[config.mk]
export PLATFORM = sky130hd
export DESIGN_NAME = id_ctrl_pipe
export DESIGN_NICKNAME = d
export VERILOG_FILES = /design/src/rtl/rv_ctrl_pkg.sv /design/src/rtl/rv_ctrl_decode.sv /design/src/rtl/id_ctrl_pipe.sv
export SDC_FILE = /design/constraint.sdc
export NUM_CORES = 1
export LEC_CHECK = 0
export CORE_MARGIN = 2
export CORE_UTILIZATION = 48
export CTS_BUF_LIST = sky130_fd_sc_hd__clkbuf_8
export DETAILED_ROUTE_END_ITERATION = 8
export PLACE_DENSITY = 0.93
export REMOVE_ABC_BUFFERS = 1
export SKIP_LAST_GASP = 1
export SLEW_MARGIN = 0
export SYNTH_ARGS = -nofsm -noshare
export SYNTH_HDL_FRONTEND = slang
export SYNTH_HIERARCHICAL = 1
export SYNTH_SLANG_ARGS = --single-unit
[constraint.sdc]
create_clock -name CLK -period 5.9 [get_ports CLK]
set_input_delay 1.18 -clock CLK [delete_from_list [all_inputs] [get_ports CLK]]
set_output_delay 1.18 -clock CLK [all_outputs]
set_load 0.02 [all_outputs]
[src/rtl/rv_ctrl_pkg.sv]
// Shared decode-stage definitions: opcode constants, ALU/immediate selector encodings
// and the control bundle carried in the ID/EX register.
package rv_ctrl_pkg;

    localparam logic [6:0] OPC_LUI    = 7'b0110111;
    localparam logic [6:0] OPC_AUIPC  = 7'b0010111;
    localparam logic [6:0] OPC_JAL    = 7'b1101111;
    localparam logic [6:0] OPC_JALR   = 7'b1100111;
    localparam logic [6:0] OPC_BRANCH = 7'b1100011;
    localparam logic [6:0] OPC_LOAD   = 7'b0000011;
    localparam logic [6:0] OPC_STORE  = 7'b0100011;
    localparam logic [6:0] OPC_OPIMM  = 7'b0010011;
    localparam logic [6:0] OPC_OP     = 7'b0110011;
    localparam logic [6:0] OPC_FENCE  = 7'b0001111;
    localparam logic [6:0] OPC_SYSTEM = 7'b1110011;

    localparam logic [6:0] F7_BASE   = 7'b0000000;
    localparam logic [6:0] F7_ALT    = 7'b0100000;
    localparam logic [6:0] F7_MULDIV = 7'b0000001;

    localparam logic [31:0] INSTR_ECALL  = 32'h0000_0073;
    localparam logic [31:0] INSTR_EBREAK = 32'h0010_0073;

    localparam logic [5:0] ALU_SEL_MEM   = 6'b000000;
    localparam logic [5:0] ALU_SEL_LUI   = 6'b110000;
    localparam logic [5:0] ALU_SEL_AUIPC = 6'b110001;
    localparam logic [5:0] ALU_SEL_JUMP  = 6'b110010;

    typedef enum logic [2:0] {
        IMM_NONE = 3'd0,
        IMM_I    = 3'd1,
        IMM_S    = 3'd2,
        IMM_B    = 3'd3,
        IMM_U    = 3'd4,
        IMM_J    = 3'd5
    } imm_sel_e;

    typedef struct packed {
        logic [4:0] rs1;
        logic [4:0] rs2;
        logic [4:0] rd;
        logic [5:0] alu_sel;
        imm_sel_e   imm_sel;
        logic       mem_read;
        logic       mem_write;
        logic [2:0] mem_size;
        logic       pc_sel;
        logic       jtype;
        logic       reg_write;
        logic       illegal;
    } ctrl_bundle_t;

    // Base-ISA ALU selector; alt is the funct7[5] bit, only meaningful for SUB/SRA/SRAI.
    function automatic logic [5:0] alu_sel_base(input logic alt, input logic [2:0] f3);
        return {2'b00, alt, f3};
    endfunction

endpackage

[src/rtl/rv_ctrl_decode.sv]
// Pure combinational RV32IM decoder: instruction word to control bundle, plus the
// register-usage and multi-cycle flags the pipeline register needs.
import rv_ctrl_pkg::*;

module rv_ctrl_decode #(
    parameter int ENABLE_M = 1
) (
    input  logic [31:0]  instr,
    output ctrl_bundle_t ctrl,
    output logic         rs1_used,
    output logic         rs2_used,
    output logic         is_mul,
    output logic         is_div
);

    logic [6:0] opcode;
    logic [2:0] f3;
    logic [6:0] f7;
    logic       legal;

    assign opcode = instr[6:0];
    assign f3     = instr[14:12];
    assign f7     = instr[31:25];

    always_comb begin
        ctrl          = '0;
        ctrl.rs1      = instr[19:15];
        ctrl.rs2      = instr[24:20];
        ctrl.rd       = instr[11:7];
        ctrl.mem_size = f3;
        legal         = 1'b1;
        is_mul        = 1'b0;
        is_div        = 1'b0;
        rs1_used      = !(opcode == OPC_LUI || opcode == OPC_AUIPC || opcode == OPC_JAL);
        rs2_used      = (opcode == OPC_OP || opcode == OPC_STORE || opcode == OPC_BRANCH);

        case (opcode)
            OPC_OP: begin
                ctrl.reg_write = 1'b1;
                if (f7 == F7_BASE) begin
                    ctrl.alu_sel = alu_sel_base(1'b0, f3);
                end else if (f7 == F7_ALT && (f3 == 3'b000 || f3 == 3'b101)) begin
                    ctrl.alu_sel = alu_sel_base(1'b1, f3);
                end else if (f7 == F7_MULDIV && ENABLE_M != 0) begin
                    ctrl.alu_sel = {3'b010, f3};
                    is_mul       = !f3[2];
                    is_div       = f3[2];
                end else begin
                    legal = 1'b0;
                end
            end
            OPC_OPIMM: begin
                ctrl.reg_write = 1'b1;
                ctrl.imm_sel   = IMM_I;
                ctrl.alu_sel   = alu_sel_base(1'b0, f3);
                // Shift-immediates reuse funct7; only SRAI may set the alt bit.
                if (f3 == 3'b001) begin
                    legal = (f7 == F7_BASE);
                end else if (f3 == 3'b101) begin
                    if (f7 == F7_ALT) begin
                        ctrl.alu_sel = alu_sel_base(1'b1, f3);
                    end else if (f7 != F7_BASE) begin
                        legal = 1'b0;
                    end
                end
            end
            OPC_LOAD: begin
                ctrl.mem_read  = 1'b1;
                ctrl.reg_write = 1'b1;
                ctrl.imm_sel   = IMM_I;
                ctrl.alu_sel   = ALU_SEL_MEM;
                legal          = (f3 != 3'b011) && (f3[2:1] != 2'b11);
            end
            OPC_STORE: begin
                ctrl.mem_write = 1'b1;
                ctrl.imm_sel   = IMM_S;
                ctrl.alu_sel   = ALU_SEL_MEM;
                legal          = !f3[2] && (f3 != 3'b011);
            end
            OPC_BRANCH: begin
                ctrl.pc_sel  = 1'b1;
                ctrl.imm_sel = IMM_B;
                ctrl.alu_sel = {3'b100, f3};
                legal        = (f3[2:1] != 2'b01);
            end
            OPC_LUI: begin
                ctrl.reg_write = 1'b1;
                ctrl.imm_sel   = IMM_U;
                ctrl.alu_sel   = ALU_SEL_LUI;
            end
            OPC_AUIPC: begin
                ctrl.reg_write = 1'b1;
                ctrl.imm_sel   = IMM_U;
                ctrl.alu_sel   = ALU_SEL_AUIPC;
            end
            OPC_JAL: begin
                ctrl.reg_write = 1'b1;
                ctrl.pc_sel    = 1'b1;
                ctrl.jtype     = 1'b1;
                ctrl.imm_sel   = IMM_J;
                ctrl.alu_sel   = ALU_SEL_JUMP;
            end
            OPC_JALR: begin
                ctrl.reg_write = 1'b1;
                ctrl.pc_sel    = 1'b1;
                ctrl.jtype     = 1'b1;
                ctrl.imm_sel   = IMM_I;
                ctrl.alu_sel   = ALU_SEL_JUMP;
                legal          = (f3 == 3'b000);
            end
            OPC_FENCE: begin
                legal = 1'b1;
            end
            OPC_SYSTEM: begin
                legal = (instr == INSTR_ECALL) || (instr == INSTR_EBREAK);
            end
            default: begin
                legal = 1'b0;
            end
        endcase

        // An illegal instruction must not cause any architectural side effect downstream.
        if (!legal) begin
            ctrl.alu_sel   = '0;
            ctrl.imm_sel   = IMM_NONE;
            ctrl.mem_read  = 1'b0;
            ctrl.mem_write = 1'b0;
            ctrl.pc_sel    = 1'b0;
            ctrl.jtype     = 1'b0;
            ctrl.reg_write = 1'b0;
            ctrl.illegal   = 1'b1;
            is_mul         = 1'b0;
            is_div         = 1'b0;
        end
    end

endmodule

[src/rtl/id_ctrl_pipe.sv]
// Registered decode stage: ID/EX control register with load-use bubbles, flush and
// issue stalling while a multi-cycle MUL/DIV occupies the execute stage.
import rv_ctrl_pkg::*;

module id_ctrl_pipe #(
    parameter int ADDR_W   = 32,
    parameter int MUL_LAT  = 2,
    parameter int DIV_LAT  = 8,
    parameter int ENABLE_M = 1
) (
    input  logic              CLK,
    input  logic              RESET,
    input  logic              in_valid,
    output logic              in_ready,
    input  logic [31:0]       in_instr,
    input  logic [ADDR_W-1:0] in_pc,
    input  logic              flush,
    input  logic              ex_mem_read,
    input  logic [4:0]        ex_rd,
    output logic              out_valid,
    input  logic              out_ready,
    output logic [ADDR_W-1:0] out_pc,
    output logic [4:0]        out_rs1,
    output logic [4:0]        out_rs2,
    output logic [4:0]        out_rd,
    output logic [5:0]        out_alu_sel,
    output logic [2:0]        out_imm_sel,
    output logic              out_mem_read,
    output logic              out_mem_write,
    output logic [2:0]        out_mem_size,
    output logic              out_pc_sel,
    output logic              out_jtype,
    output logic              out_reg_write,
    output logic              out_illegal,
    output logic              mdu_busy
);

    localparam int MAX_LAT = (MUL_LAT > DIV_LAT) ? MUL_LAT : DIV_LAT;
    localparam int CNT_W   = $clog2(MAX_LAT + 1);
    localparam logic [CNT_W-1:0] MUL_LOAD = CNT_W'(MUL_LAT - 1);
    localparam logic [CNT_W-1:0] DIV_LOAD = CNT_W'(DIV_LAT - 1);

    ctrl_bundle_t      dec_ctrl;
    logic              dec_rs1_used;
    logic              dec_rs2_used;
    logic              dec_is_mul;
    logic              dec_is_div;

    ctrl_bundle_t      ctrl_q, ctrl_d;
    logic [ADDR_W-1:0] pc_q, pc_d;
    logic              valid_q, valid_d;
    logic [CNT_W-1:0]  mdu_cnt_q, mdu_cnt_d;

    logic              hazard;
    logic              ready;
    logic              accept;

    rv_ctrl_decode #(
        .ENABLE_M (ENABLE_M)
    ) u_decode (
        .instr    (in_instr),
        .ctrl     (dec_ctrl),
        .rs1_used (dec_rs1_used),
        .rs2_used (dec_rs2_used),
        .is_mul   (dec_is_mul),
        .is_div   (dec_is_div)
    );

    // Handshakes: a transfer happens on an edge where valid and ready are both high;
    // valid never depends on ready, and a held entry stays stable until consumed.
    always_comb begin
        hazard = ex_mem_read && (ex_rd != 5'd0) &&
                 ((dec_rs1_used && dec_ctrl.rs1 == ex_rd) ||
                  (dec_rs2_used && dec_ctrl.rs2 == ex_rd));
        ready  = !flush && !hazard && (mdu_cnt_q == '0) && (!valid_q || out_ready);
        accept = in_valid && ready;

        ctrl_d    = ctrl_q;
        pc_d      = pc_q;
        valid_d   = valid_q;
        mdu_cnt_d = (mdu_cnt_q == '0) ? '0 : mdu_cnt_q - 1'b1;

        if (flush) begin
            valid_d   = 1'b0;
            mdu_cnt_d = '0;
        end else if (accept) begin
            valid_d = 1'b1;
            ctrl_d  = dec_ctrl;
            pc_d    = in_pc;
            if (dec_is_mul) begin
                mdu_cnt_d = MUL_LOAD;
            end else if (dec_is_div) begin
                mdu_cnt_d = DIV_LOAD;
            end
        end else if (out_ready) begin
            // Entry consumed with nothing taken (idle, hazard or MDU stall): bubble.
            valid_d = 1'b0;
        end
    end

    always_ff @(posedge CLK or posedge RESET) begin
        if (RESET) begin
            ctrl_q    <= '0;
            pc_q      <= '0;
            valid_q   <= 1'b0;
            mdu_cnt_q <= '0;
        end else begin
            ctrl_q    <= ctrl_d;
            pc_q      <= pc_d;
            valid_q   <= valid_d;
            mdu_cnt_q <= mdu_cnt_d;
        end
    end

    assign in_ready      = ready;
    assign out_valid     = valid_q;
    assign out_pc        = pc_q;
    assign out_rs1       = ctrl_q.rs1;
    assign out_rs2       = ctrl_q.rs2;
    assign out_rd        = ctrl_q.rd;
    assign out_alu_sel   = ctrl_q.alu_sel;
    assign out_imm_sel   = ctrl_q.imm_sel;
    assign out_mem_read  = ctrl_q.mem_read;
    assign out_mem_write = ctrl_q.mem_write;
    assign out_mem_size  = ctrl_q.mem_size;
    assign out_pc_sel    = ctrl_q.pc_sel;
    assign out_jtype     = ctrl_q.jtype;
    assign out_reg_write = ctrl_q.reg_write;
    assign out_illegal   = ctrl_q.illegal;
    assign mdu_busy      = (mdu_cnt_q != '0);

endmodule
# [Word level (Yosys, flattened, before mapping)]
# Index checks and enable logic that the tools add are counted.
[classes] eq_ne=22 n_bitwise=1 n_reduce_logical=38 n_mux=41 n_addsub=1
[ops] cell="case mux 6 bit (6 select lines)" n=1
[ops] cell="equality test 32 x 21 -> 1 bit, second input constant" n=1
[ops] cell="equality test 32 x 7 -> 1 bit, second input constant" n=1
[ops] cell="equality test 7 x 6 -> 1 bit, second input constant" n=4
[ops] cell="equality test 7 bit, second input constant" n=4
[ops] cell="two-way mux 4 bit" n=7
[ops] cell="two-way mux 1 bit" n=25
[ops] cell="two-way mux 6 bit" n=4
[ops] cell="case mux 3 bit (5 select lines)" n=1
[ops] cell="equality test 7 x 5 -> 1 bit, second input constant" n=2
[ops] cell="logical AND 1 bit" n=11
[ops] cell="two-way mux 11 bit" n=1
[ops] cell="equality test 5 bit" n=2
[ops] cell="logical OR 1 bit" n=8
[ops] cell="case mux 1 bit (8 select lines)" n=1
[ops] cell="equality test 7 x 1 -> 1 bit, second input constant" n=1
[ops] cell="equality test 7 x 2 -> 1 bit, second input constant" n=1
[ops] cell="equality test 7 x 4 -> 1 bit, second input constant" n=1
[ops] cell="zero test 7 bit" n=1
[ops] cell="nonzero test 7 bit" n=1
[ops] cell="OR reduction 7 bit" n=1
[ops] cell="OR reduction 3 bit" n=2
[ops] cell="zero test 1 bit" n=5
[ops] cell="two-way mux 5 bit" n=1
[ops] cell="15 further kinds" n=16
[totals] out_inout_bits=68 regBits=70 inputBits=75

# [Longest topological paths before layout]
# Gate-level depths: netlist of the first run.
[depth] depth_word=14 mapped_depth=10 mapped_depth_nobuf=7

# [Cells and area by module]
# Netlist of the first run, hierarchy kept.
[modules_own_cells] module="id_ctrl_pipe" n_inst=1 seq_area_each_um2=1751.7 area_each_um2=2899.0 cells_each=180
[modules_own_cells] module="rv_ctrl_decode" n_inst=1 seq_area_each_um2=0.0 area_each_um2=685.7 cells_each=105

# [Worst setup path after synthesis of the first run]
# OpenSTA, ideal clock, no wires.
[synth_path] path_kind="input-to-output" from="input in_instr[2]" to="output in_ready" t_arrival_ps=2706 setup_slack_ps=2014 stages=7 cell_sequence="and3_1 or3b_2 nand2_1 inv_1 a32oi_1 nor2_1 nor2b_1"
[synth_via] elab_chain_len=11 word_cells_on_any_way=19 classes_between="eq/ne (6); reduce/logical (13)"
[synth_lines] element="start, declared" line_no="id_ctrl_pipe.sv:15" source="input logic [31:0] in_instr,"
[synth_lines] element="equality test 7 x 6 -> 1 bit or equality test 7 x 5 -> 1 bit (tied branches)" line_no="rv_ctrl_decode.sv:34" source="rs1_used = !(opcode == OPC_LUI || opcode == OPC_AUIPC || opcode == OPC_JAL);"
[synth_lines] element="logical OR 1 bit" line_no="rv_ctrl_decode.sv:34"
[synth_lines] element="logical OR 1 bit *" line_no="rv_ctrl_decode.sv:34"
[synth_lines] element="zero test 1 bit *" line_no="rv_ctrl_decode.sv:34"
[synth_lines] element="named net dec_rs1_used" line_no="id_ctrl_pipe.sv:44" source="logic dec_rs1_used;"
[synth_lines] element="logical AND 1 bit *" line_no="id_ctrl_pipe.sv:73" source="((dec_rs1_used && dec_ctrl.rs1 == ex_rd) ||"
[synth_lines] element="logical OR 1 bit *" line_no="id_ctrl_pipe.sv:73"
[synth_lines] element="logical AND 1 bit *" line_no="id_ctrl_pipe.sv:72" source="hazard = ex_mem_read && (ex_rd != 5'd0) &&"
[synth_lines] element="zero test 1 bit *" line_no="id_ctrl_pipe.sv:75" source="ready = !flush && !hazard && (mdu_cnt_q == '0) && (!valid_q || out_ready);"
[synth_lines] element="logical AND 1 bit * (3 in series)" line_no="id_ctrl_pipe.sv:75"
[synth_lines] element="end, declared" line_no="id_ctrl_pipe.sv:14" source="output logic in_ready,"
# Mark *: on every way through the listed nets, which the timed path passes. The rest lies on a longest branch.

# [Worst setup path after layout of the first run]
[layout_path] from="input in_instr[4]" to="output in_ready"
# Same word-level chain as after synthesis.

==> metrics.cfg, run 1 <==
[status]
status = finished, final reports clean

[synth]
synth_area_leaders = dfrtp_1 (49%), mux2_2 (15%), mux2_4 (7.1%)
ys_seq_elements = 70
yosysWarnings = 6
synth_top_area_cell = dfrtp_1
synth_top_area_share_pct = 48.9
synth_cells = 285
synth_edf_count = 0
ys_seq_area_share_pct = 48.9
ys.flop_type = dfrtp_1
ys_types = 51
synth_most_common_cell = dfrtp_1
synth_top_cells_by_count = dfrtp_1 (70), mux2_2 (48), buf_4 (23)
avgSynthCellArea_um2 = 12.6
async_flop_share_pct = 100
syn_area_um2 = 3580

[setup_path]
cp_max_fo = 8
crit_required_ns = 4.72
cp-start-kind = input pin
reg2regPathDepth = 5
end_kind = output port
criticalPathCategory = in2out
arrival_ns = 3.84

[power_and_ir_drop]
combPwrFrac_pct = 30.5
power_frac_seq_pct = 41.4
power.leakage_nw = 2.10
power_density_nw_per_um2 = 275
clockPowerShare_pct = 28.1
p_sw_mw = 0.423
switching_share_pct = 30.0
ir_drop_uv = 180
p_int_mw = 0.985

[final_layout]
nNetsFinal = 484
n_antenna_cell = 0
layout.cells.non_filler = 513
drive_gt1_share_pct = 22.9
final_util_pct = 70.5
fillerInstances = 544
syn2layout_area_growth_pct = 42.7

[cts]
cts_tree = built
clock-root-buffer = clkbuf_8
hold_buffers = 0
clock_sinks = 70
clock_latency_ns = 0.34
ctsResizeCount = 0
postCtsSetupBuffers = 0
numCtsBuffers = 9
clockBufferDepth = 2
htreeDepth = 3
clkTransAtPathRegs_ns = 0.08

[die]
core_um2 = 7250
die_y_um = 90.4
ioPinCount = 143
die_w_um = 90.4
start_util_pct = 49.4
dieArea_um2 = 8180
rows = 31

[global_routing]
grt-ovfl-total = 0
grt_max_degree = 71
grtUsageTotal_pct = 21.7
grt_pass1_wl_mm = 14.3
antenna_found_initial = 0
grt_pass1_vias = 2846

[timing]
clock.fmax_mhz = 199
final_max_slew_viol_count = 0
tightest_slew_ns = 1.04
skew_ns = 0.00771
slew-limit-headroom_pct = 30.5
hold_violations = 0
rsz0062_at_grt = no
finalSetupViolations = 0
final.period_utilization_pct = 85.1
finalCriticalPeriod_ns = 5.02
setup_tns_ns = 0

[worst_hold_path]
holdCritPathClass = reg2reg
worstHoldPathCells = 1

[drt]
drc = 0
wl_per_cell_um = 16.9
drt_iter0_markers = 126
antenna_left = 0
vias = 2716
firstDrtPassIters = 4
viasPerCell = 5.29
routed_wl_mm = 8.69

[job]
maxCapViolCount = 0

[place]
hpwl_mm = 6.36
portBuffers = 142
place.gp.congestion = 0.928
dp.cells = 497

final timing paths:
| path | start | end | slack [ns] |
|---|---|---|---|
| worst max-delay path | in_instr[4] | in_ready | 0.88 |
| min in group asynchronous | RESET | out_pc[14] | 1.44 |
| max in group asynchronous | RESET | out_illegal | 3.90 |
| worst min-delay path | out_pc[17] | out_pc[17] | 0.51 |
| worst max register to register | mdu_cnt_q[0] | out_pc[18] | 3.21 |
| worst min register to register | out_pc[17] | out_pc[17] | 0.51 |
cell type report:
class | count | area [um2] | area share [%]
inverter | 9 | 33.8 | 0.660
sequential | 70 | 1750 | 34.2
tap | 99 | 124 | 2.42
clock buffer | 9 | 124 | 2.42
clock inverter | 7 | 80.1 | 1.57
multi-input combinational | 176 | 1570 | 30.7
timing repair buffer | 143 | 1430 | 27.9
cells in the final DEF (no fill, tap or decap), types with 7 or more instances in the layout:
cell,Yosys,layout
clkdlybuf4s50_1,0,142
dfrtp_1,70,70
mux2_2,48,48
mux2_4,17,17
nor2_1,14,14
nor4_1,9,9
clkbuf_8,0,9
xor2_1,8,8
a21oi_1,8,8
inv_1,9,8
nand2_1,7,7
kinds of logic (layout without fill, tap and decap cells):
group,after synthesis,after routing,synth area share (%)
multiplexers,65,65,22.2
XOR/XNOR,10,10,2.44
buffers and inverters,39,168,7.26
AO/OA/AOI/OAI,34,34,7.64
AND/OR/NAND/NOR,67,67,11.6
flip-flops,70,70,48.9
state kept, by name, summed over array words and instances (netlist names), 3 cells and up:
signal        cells
out_imm_sel       3
out_rs1           5
out_alu_sel       6
out_rs2           5
out_mem_size      3
mdu_cnt_q         4
out_rd            5
out_pc           32
through the flow:
step	hold WS, ns	total power [mW]	instance area [um2]	worst slack, ns
after floorplan	0.500	0.792	3360	2.01
after global placement	0.489	1.01	4910	0.938
after detailed placement	0.495	1.02	4910	0.898
after CTS	0.513	1.43	5110	0.875
after global routing	0.516	1.47	5110	0.681
final	0.508	1.41	5110	0.879
per-layer routing:
metal	global-route usage (%)	share of wire (%)	wire [um]
met5	0	0	0
met4	7.82	2.2	195
met3	5.84	7.1	619
met2	38.2	51	4410
met1	25.5	40	3460
power groups by stage:
stage               clock network (mW)  registers [mW]  logic (mW)
floorplan                            0           0.675       0.117
global placement                     0           0.587       0.424
detailed placement                   0           0.592       0.431
CTS                              0.409           0.583       0.434
global route                     0.427           0.592       0.454
finish                           0.396           0.583       0.430
critical path, stage by stage:
cell             delay [ns]
clkdlybuf4s50_1        0.63
nand2b_1               0.17
or3b_2                 0.53
nand2_1                0.12
inv_1                  0.05
a32oi_1                0.31
nor2_1                 0.12
nor2b_1                0.12
clkdlybuf4s50_1        0.61
(Power assumes the default switching activity.)
==> run 2: changes to the inputs <==
- CORE_UTILIZATION: 48 -> 45
- PLACE_DENSITY: 0.93 -> 0.89
- clock period: 5.9 -> 5 ns (I/O delays scaled with it)
==> metrics.cfg, run 2 (synthesis gave the netlist of run 1 again) <==
[power_and_ir_drop]
p_int_mw = 1.21  ; +23%
clockPowerShare_pct = 29.0  ; +0.9 points
power_frac_seq_pct = 40.8  ; -0.6 points
switching_share_pct = 28.5  ; -1.6 points
power.leakage_nw = 2.14  ; +2.0%
ir_drop_uv = 242  ; +34%
power_mw = 1.69  ; +20%
combPwrFrac_pct = 30.2  ; -0.3 points
p_sw_mw = 0.481  ; +14%
power_density_nw_per_um2 = 326  ; +18%

[final_layout]
seq_area_um2 = 1750  ; unchanged
nNetsFinal = 489  ; +1.0%
largest_reg_flops = 32  ; unchanged
syn2layout_area_growth_pct = 44.5
design_area_um2 = 5180  ; +1.2%
final_common_cell = clkdlybuf4s50_1
n_antenna_cell = 0  ; unchanged
multiInputGateArea_um2 = 1570  ; unchanged
fillerInstances = 572  ; +5.1%
layout.cells.non_filler = 521  ; +1.6%
final_cell_mix = clkdlybuf4s50_1 (142), dfrtp_1 (70), mux2_2 (48)
drive_gt1_share_pct = 23.6  ; +0.68 points

[global_routing]
grtUsageTotal_pct = 20.4  ; -1.2 points
grt-ovfl-total = 0  ; unchanged
grt_max_degree = 46  ; -35%
antenna_found_initial = 0  ; unchanged
grt_pass1_vias = 2908  ; +2.2%
grt_pass1_wl_mm = 14.0  ; -1.9%

[drt]
drc = 0  ; unchanged
viasPerCell = 5.32  ; +0.42%
routed_wl_mm = 8.73  ; +0.46%
met2WireLength_mm = 4.46  ; +1.1%
firstDrtPassIters = 4  ; unchanged
wl_per_cell_um = 16.8  ; -1.1%
dr.max_layer_used = met4
dr_wl_met3_um = 700  ; +13%
wl_met1_mm = 3.48  ; +0.43%
drt_iter0_markers = 90  ; -29%
antenna_left = 0  ; unchanged
vias = 2770  ; +2.0%

[place]
place_area_um2 = 4960  ; +1.1%
portBuffers = 142  ; unchanged
hpwl_mm = 6.59  ; +3.6%
dp.cells = 505  ; +1.6%
place.gp.congestion = 0.856  ; -7.8%

[timing]
finalSetupViolations = 0  ; unchanged
hold_violations = 0  ; unchanged
final_max_slew_viol_count = 0  ; unchanged
finalCriticalPeriod_ns = 4.72
rsz0062_at_grt = no
tightest_slew_ns = 0.897  ; -0.145 ns
final.period_utilization_pct = 94.5
clock.fmax_mhz = 212
slew-limit-headroom_pct = 40.1  ; +9.6 points
setup_tns_ns = 0  ; unchanged
skew_ns = 0.00808  ; +0.000364 ns

[setup_path]
slowest_stage = clkdlybuf4s50_1
crit_top_cell = clkdlybuf4s50_1
cp_max_fo = 6  ; -2
reg2regPathDepth = 6  ; +1
cp_cell_sequence = clkdlybuf4s50_1 > and3_1 > or3b_2 > nand2_1 > inv_1 > a32oi_1 > nor2_1 > nor2b_1 > clkdlybuf4s50_1
crit_required_ns = 4.00  ; -0.72 ns
cp-start-kind = input pin
end_kind = output port
criticalPathCategory = in2out
max_stage_delay_ns = 0.61  ; -0.02 ns
arrival_ns = 3.72  ; -0.12 ns

[worst_hold_path]
worstHoldPathCells = 1  ; unchanged
holdCritPathClass = reg2reg

[cts]
clockBufferDepth = 2  ; unchanged
hold_buffers = 0  ; unchanged
htreeDepth = 3  ; unchanged
postCtsSetupBuffers = 0  ; unchanged
clock-root-buffer = clkbuf_8
numCtsBuffers = 9  ; unchanged
cts_tree = built
clock_sinks = 70  ; unchanged
clock_latency_ns = 0.33  ; about the same
ctsResizeCount = 0  ; unchanged
clkTransAtPathRegs_ns = 0.07  ; about the same

[die]
start_util_pct = 46.4  ; -3.0 points
ioPinCount = 143  ; unchanged
dieArea_um2 = 8700  ; +6.4%
rows = 32  ; +3.2%
die_w_um = 93.3  ; +3.1%
core_um2 = 7730  ; +6.5%
die_y_um = 93.3  ; +3.1%

[job]
maxCapViolCount = 0  ; unchanged

[status]
status = finished, final reports clean

## run 2: cell types whose count changed in the layout (fill, tap and decap cells not counted)
cell / before / now
inv_1: 8 / 9
buf_12: 0 / 1
bufinv_16: 1 / 2
clkinvlp_4: 2 / 1
inv_6: 3 / 0
clkinv_2: 0 / 2
buf_4: 1 / 5
## run 2: per-layer routing
metal / track usage [%] / vias up
met2: 35.1 / 121
li1: - / 1269
met4: 5.88 / 0
met1: 24.4 / 1370
met3: 6.93 / 10
met5: 0 / -
## run 2: area by class of cell
type | instances | area share, %
clock buffer | 9 | 2.39
inverter | 9 | 0.652
clock inverter | 7 | 1.74
multi-input combinational | 176 | 30.4
timing repair buffer | 148 | 28.6
sequential | 70 | 33.8
tap | 102 | 2.46
## run 2: worst paths after layout
kind,slack [ns],from,endpoint
max in group asynchronous,2.92,RESET,mdu_cnt_q[0]
min reg2reg,0.51,out_imm_sel[0],out_imm_sel[0]
min in group asynchronous,1.17,RESET,out_pc[2]
min,0.51,out_imm_sel[0],out_imm_sel[0]
max reg2reg,2.55,mdu_cnt_q[1],out_pc[9]
max,0.28,in_instr[2],in_ready
## run 2: power by group through the flow
| stage | Sequential, mW | Combinational [mW] | Clock (mW) |
|---|---|---|---|
| floorplan | 0.796 | 0.138 | 0 |
| global placement | 0.694 | 0.505 | 0 |
| detailed placement | 0.699 | 0.513 | 0 |
| CTS | 0.690 | 0.516 | 0.503 |
| global route | 0.698 | 0.539 | 0.527 |
| finish | 0.689 | 0.510 | 0.490 |
## run 2: metrics by stage
stage	utilization, %	hold WS, ns	setup slack (ns)
4_1_cts	67.0	0.512	0.291
3_3_place_gp	64.2	0.489	0.390
6_report	67.0	0.506	0.276
5_1_grt	67.0	0.519	0.160
3_5_place_dp	64.2	0.491	0.311
2_1_floorplan	-	0.500	1.47
## run 2: worst max-delay path, delay by kind of cell
family	cells	cell delay [ns]
AOI/OAI and AO/OA	1	0.33
buffers and inverters	3	1.23
and+or+nand+nor	5	1.16
==> run 3: changes to the inputs <==
- CORE_UTILIZATION: 45 -> 44
- PLACE_DENSITY: 0.89 -> not set
- PLACE_DENSITY_LB_ADDON: not set -> 0.2
- SYNTH_HIERARCHICAL: 1 -> not set
==> metrics.cfg, run 3 <==
[status]
status = finished, final reports clean

[synth]
synth_area_leaders = dfrtp_1 (51%), mux2_2 (14%), o31ai_1 (5.3%)
synth_cells = 283  ; -0.70%
avgSynthCellArea_um2 = 12.1  ; -3.9%
yosysWarnings = 0  ; -6
ys_seq_elements = 70  ; unchanged
synth_edf_count = 0  ; unchanged
synth_top_family_by_area = multiplexers
async_flop_share_pct = 100  ; unchanged
synth_top_cells_by_count = dfrtp_1 (70), mux2_2 (43), o31ai_1 (24)
synth_top_area_share_pct = 51.2  ; +2.3 points
syn_area_um2 = 3420  ; -4.6%
ys.flop_type = dfrtp_1
synth_top_area_cell = dfrtp_1
synth_mux_area_share_pct = 17.9  ; -4.3 points
synth_xor_area_share_pct = 2.82  ; +0.37 points
synth_compound_area_share_pct = 11.2  ; +3.5 points
synth_most_common_cell = dfrtp_1
ys_types = 52  ; +2.0%
yosys.area_share.simple_pct = 14.3  ; +2.7 points
synthAdderAreaFrac_pct = 0  ; unchanged
ys_seq_area_share_pct = 51.2  ; +2.3 points

[power_and_ir_drop]
clockPowerShare_pct = 27.6  ; -1.4 points
ir_drop_uv = 229  ; -5.4%
power_frac_seq_pct = 41.9  ; +1.1 points
power_density_nw_per_um2 = 317  ; -2.8%
power.leakage_nw = 2.05  ; -4.5%
p_int_mw = 1.15  ; -5.0%
p_sw_mw = 0.488  ; +1.4%
power_mw = 1.63  ; -3.2%
combPwrFrac_pct = 30.5  ; +0.3 points
switching_share_pct = 29.8  ; +1.4 points

[place]
portBuffers = 142  ; unchanged
dp.cells = 519  ; +2.8%
place.gp.congestion = 0.938  ; +9.6%
hpwl_mm = 7.00  ; +6.2%

[die]
start_util_pct = 44.7  ; -1.7 points
die_y_um = 92.2  ; -1.2%
ioPinCount = 143  ; unchanged
rows = 32  ; unchanged
die_w_um = 92.2  ; -1.2%
dieArea_um2 = 8500  ; -2.3%
core_um2 = 7650  ; -1.0%

[drt]
drc = 0  ; unchanged
drt_iter0_markers = 117  ; +30%
vias = 2938  ; +6.1%
viasPerCell = 5.49  ; +3.3%
firstDrtPassIters = 5  ; +1
routed_wl_mm = 9.40  ; +7.7%
antenna_left = 0  ; unchanged
wl_per_cell_um = 17.6  ; +4.9%

[timing]
tightest_slew_ns = 1.14  ; +0.244 ns
hold_violations = 0  ; unchanged
rsz0062_at_grt = no
final.period_utilization_pct = 88.0  ; -6.5 points
setup_tns_ns = 0  ; unchanged
slew-limit-headroom_pct = 23.8  ; -16 points
finalCriticalPeriod_ns = 4.40  ; -0.326 ns
holdWs_ns = 0.497  ; -0.00855 ns
finalSetupViolations = 0  ; unchanged
final_max_slew_viol_count = 0  ; unchanged
skew_ns = 0.0170  ; +0.00888 ns
clock.fmax_mhz = 227  ; +7.4%

[worst_hold_path]
holdCritPathClass = reg2reg
worstHoldStart = out_rs2[3]

[cts]
postCtsSetupBuffers = 0  ; unchanged
clock-root-buffer = clkbuf_8
clockBufferDepth = 2  ; unchanged
numCtsBuffers = 9  ; unchanged
cts_tree = built
clkTransAtPathRegs_ns = 0.07  ; about the same
hold_buffers = 0  ; unchanged
clock_latency_ns = 0.33  ; about the same
clock_sinks = 70  ; unchanged
htreeDepth = 3  ; unchanged
ctsResizeCount = 0  ; unchanged

[global_routing]
grt-ovfl-total = 0  ; unchanged
grt_pass1_vias = 2931  ; +0.79%
grtUsageTotal_pct = 22.3  ; +1.9 points
antenna_found_initial = 0  ; unchanged
grt_pass1_wl_mm = 14.9  ; +6.3%
grt_max_degree = 56  ; +22%

[job]
maxCapViolCount = 0  ; unchanged

[final_layout]
nNetsFinal = 503  ; +2.9%
final_util_pct = 67.4  ; +0.39 points
layout.cells.non_filler = 535  ; +2.7%
largest_reg_flops = 32  ; unchanged
final_cell_mix = clkdlybuf4s50_1 (142), dfrtp_1 (70), mux2_2 (43)
final_common_cell = clkdlybuf4s50_1
drive_gt1_share_pct = 20.1  ; -3.5 points
n_antenna_cell = 0  ; unchanged
syn2layout_area_growth_pct = 50.7

[setup_path]
criticalPathCategory = in2out
crit_required_ns = 4.00  ; about the same
setup.worst_path.start = ex_rd[1]
end_kind = output port
arrival_ns = 3.40  ; -0.32 ns
r2r_start = mdu_cnt_q[1]
cp_max_fo = 3  ; -3
cp-start-kind = input pin

-- run 3: changes by cell type after synthesis, sizes merged, moves of 4 or more --
cell    before  now
buf         30    8
clkbuf       0    9
inv          9    3
mux2        65   52
nand2        7   11
nor2        15    8
nor2b        2    6
nor3         5    9
o31ai        0   24
xnor2        2   10
xor2         8    1
-- run 3: metal layers --
metal / part of all wire, % / GRT usage [%] / routed length [um] / vias to the layer above
met5: 0 / 0 / 0 / -
met4: 0.99 / 5.47 / 93 / 0
met3: 7.4 / 8.22 / 697 / 10
met2: 51 / 37.0 / 4790 / 121
met1: 41 / 27.9 / 3830 / 1455
li1: - / - / - / 1352
-- run 3: power by group through the flow --
stage	clock network, mW	logic, mW	registers [mW]
2_1_floorplan	0	0.129	0.791
3_3_place_gp	0	0.497	0.690
3_5_place_dp	0	0.500	0.696
4_1_cts	0.463	0.503	0.686
5_1_grt	0.488	0.526	0.696
6_report	0.451	0.498	0.685
-- run 3: cell families (layout without fill, tap and decap cells) --
kind of cell,Yosys count,in the layout
mux,52,52
buf+inv,20,170
compound gates,53,53
simple gates,77,77
flops,70,70
xor+xnor,11,11
-- run 3: final cells by class --
class / instances / area (um2)
fillers: 560 / 2490
flip-flops and latches: 70 / 1750
inverters: 3 / 11.3
clock inverters: 7 / 73.8
clock buffers: 9 / 124
repair buffers: 151 / 1490
multi-input cells: 193 / 1580
well taps: 102 / 128
-- run 3: worst max-delay path: stages --
cell and delay (ns):
clkdlybuf4s50_1 0.48, or4_1 0.58, o21ai_2 0.20, nor4_2 0.08, nor3_1 0.37, clkdlybuf4s50_1 0.69
-- run 3: final timing paths --
check,to,slack [ns],cells after the start
worst max register to register,out_rs2[4],2.06,6
worst max-delay path,in_ready,0.60,6
worst min-delay path,out_rs2[3],0.50,1
worst min register to register,out_rs2[3],0.50,1
min in group asynchronous,out_pc[10],1.28,2
max in group asynchronous,out_imm_sel[2],2.85,3
-- run 3: through the flow --
step                setup slack [ns]  instance area [um2]
floorplan                       1.32                 3340
global placement               0.658                 4960
detailed placement             0.655                 4960
CTS                            0.654                 5150
global route                   0.535                 5150
finish                         0.602                 5150
==> RTL edit: new RTL, config.mk and constraints of run 2 <==
`ENABLE_M` is set to 1 in 2 places; all go to 0.
--- a/src/rtl/rv_ctrl_decode.sv
+++ b/src/rtl/rv_ctrl_decode.sv
@@ -3,7 +3,7 @@
 import rv_ctrl_pkg::*;
 
 module rv_ctrl_decode #(
-    parameter int ENABLE_M = 1
+    parameter int ENABLE_M = 0
 ) (
     input  logic [31:0]  instr,
     output ctrl_bundle_t ctrl,
--- a/src/rtl/id_ctrl_pipe.sv
+++ b/src/rtl/id_ctrl_pipe.sv
@@ -6,7 +6,7 @@
     parameter int ADDR_W   = 32,
     parameter int MUL_LAT  = 2,
     parameter int DIV_LAT  = 8,
-    parameter int ENABLE_M = 1
+    parameter int ENABLE_M = 0
 ) (
     input  logic              CLK,
     input  logic              RESET,
Behaviour: not the same (a bounded check fails within 4 cycles, from zero or initial values and one cycle with RESET high).
==> RTL edit against run 2 <==
Total power increased by 17%. Routed wire length decreased by 1.6%. Final area shrank 0.31%. Clock skew increased by 0.0042 ns. Worst setup slack improved by 0.22 ns. Worst hold slack hardly changed. Sequential share of layout area up 0.11 points. First-iteration DRC count down 3.3%. Synthesized area rose by 1.4%. Sequential power rose by 12%. Register-to-register slack worse by 0.09 ns. Sequential cell count stayed put. Clock power shrank 14%. Critical endpoint unchanged. Largest power group is now combinational cells. Highest routed layer unchanged.
==> RTL edit: results (changes against run 2) <==
stage;metric;value;unit;change
status;status;completed;;
power_and_ir_drop;p_sw;0.6472;mW;+35%
place;placed_cells;511;;+1.2%
detailed_routing;via_per_inst;5.233;;-1.6%
layout;fillers;604;;+5.6%
place;gp_congestion;0.8501;;-0.67%
worst_setup_path;r2r-start;mdu_cnt_q[0];;
sta;whs;0.5056;ns;-0.00005100 ns
worst_setup_path;reg2reg_to;out_pc[24];;
worst_setup_path;crit_fanout;9;;+3
synthesis;yosysUniqueCellTypes;48;;-5.9%
global_route;grt_usage;20.15;%;-0.29 points
detailed_routing;drtIter0Drc;87;;-3.3%
synthesis;synth_compound_area_share;7.573;%;-0.071 points
power_and_ir_drop;p_seq_share;39.0;%;-1.8 points
layout;drive_gt1_share;24.24;%;+0.61 points
worst_setup_path;reg2reg_slack;2.46;ns;-0.09 ns
sta;slew_headroom;53.92;%;+14 points
synthesis;synth_adder_area_share;0;%;unchanged
worst_setup_path;crit_start;in_instr[3];;
layout;multi_input_area;1598;um^2;+1.6%
place;placement.setup.worst_slack;0.5590;ns;+0.2482 ns
sta;skew;0.01229;ns;+0.004219 ns
power_and_ir_drop;comb-power;0.792;mW;+55%
global_route;grt_pass1_vias;2892;;-0.55%
place;place_hpwl;6.434;mm;-2.3%
power_and_ir_drop;vdd_drop_max;0.2131;mV;-12%
power_and_ir_drop;leakage;2.116;nW;-1.2%
synthesis;synthTopCellsByCount;dfrtp_1, mux2_2, buf_4;;
synthesis;synthTopCellsByArea;dfrtp_1, mux2_2, mux2_4, buf_4, xor2_1;;
worst_setup_path;critPathArrivalTime;3.51;ns;-0.21 ns
place;post_dp_cell_area;4982;um^2;+0.35%
synthesis;muxShareOfSynthArea;21.89;%;-0.31 points
synthesis;syn_inst;293;;+2.8%
detailed_routing;routedWlPerCell;16.30;um;-2.7%
synthesis;ys_seq_area_share;48.19;%;-0.67 points
-- RTL edit: cell count changes in the layout (fill, tap and decap cells not counted), moves of 3 or more --
cell,change
nor4_1,-4
o21ai_0,+3
inv_1,-3
nand2_1,+3
nor3b_1,+4
nor2_1,-3
-- RTL edit: area by class of cell --
type	count	area share [%]
sequential	70	33.93
multi-input combinational	184	30.95
timing repair buffer	148	28.65
clock buffer	10	2.666
tap	102	2.472
clock inverter	6	0.8240
inverter	7	0.5090
-- RTL edit: routing by layer --
metal | wire length, um | track usage [%] | up-vias
li1 | - | - | 1284
met1 | 3537 | 25.37 | 1343
met2 | 4337 | 33.93 | 119
met3 | 540 | 4.173 | 12
met4 | 172 | 7.971 | 0
met5 | 0 | 0 | -
-- RTL edit: worst max-delay path, stage by stage --
cell	delay, ns
clkdlybuf4s50_1	0.54
nor3b_1	0.41
a21oi_1	0.07
nor2_1	0.21
inv_1	0.06
a32oi_1	0.33
nor2_1	0.12
nor2b_1	0.13
clkdlybuf4s50_1	0.62
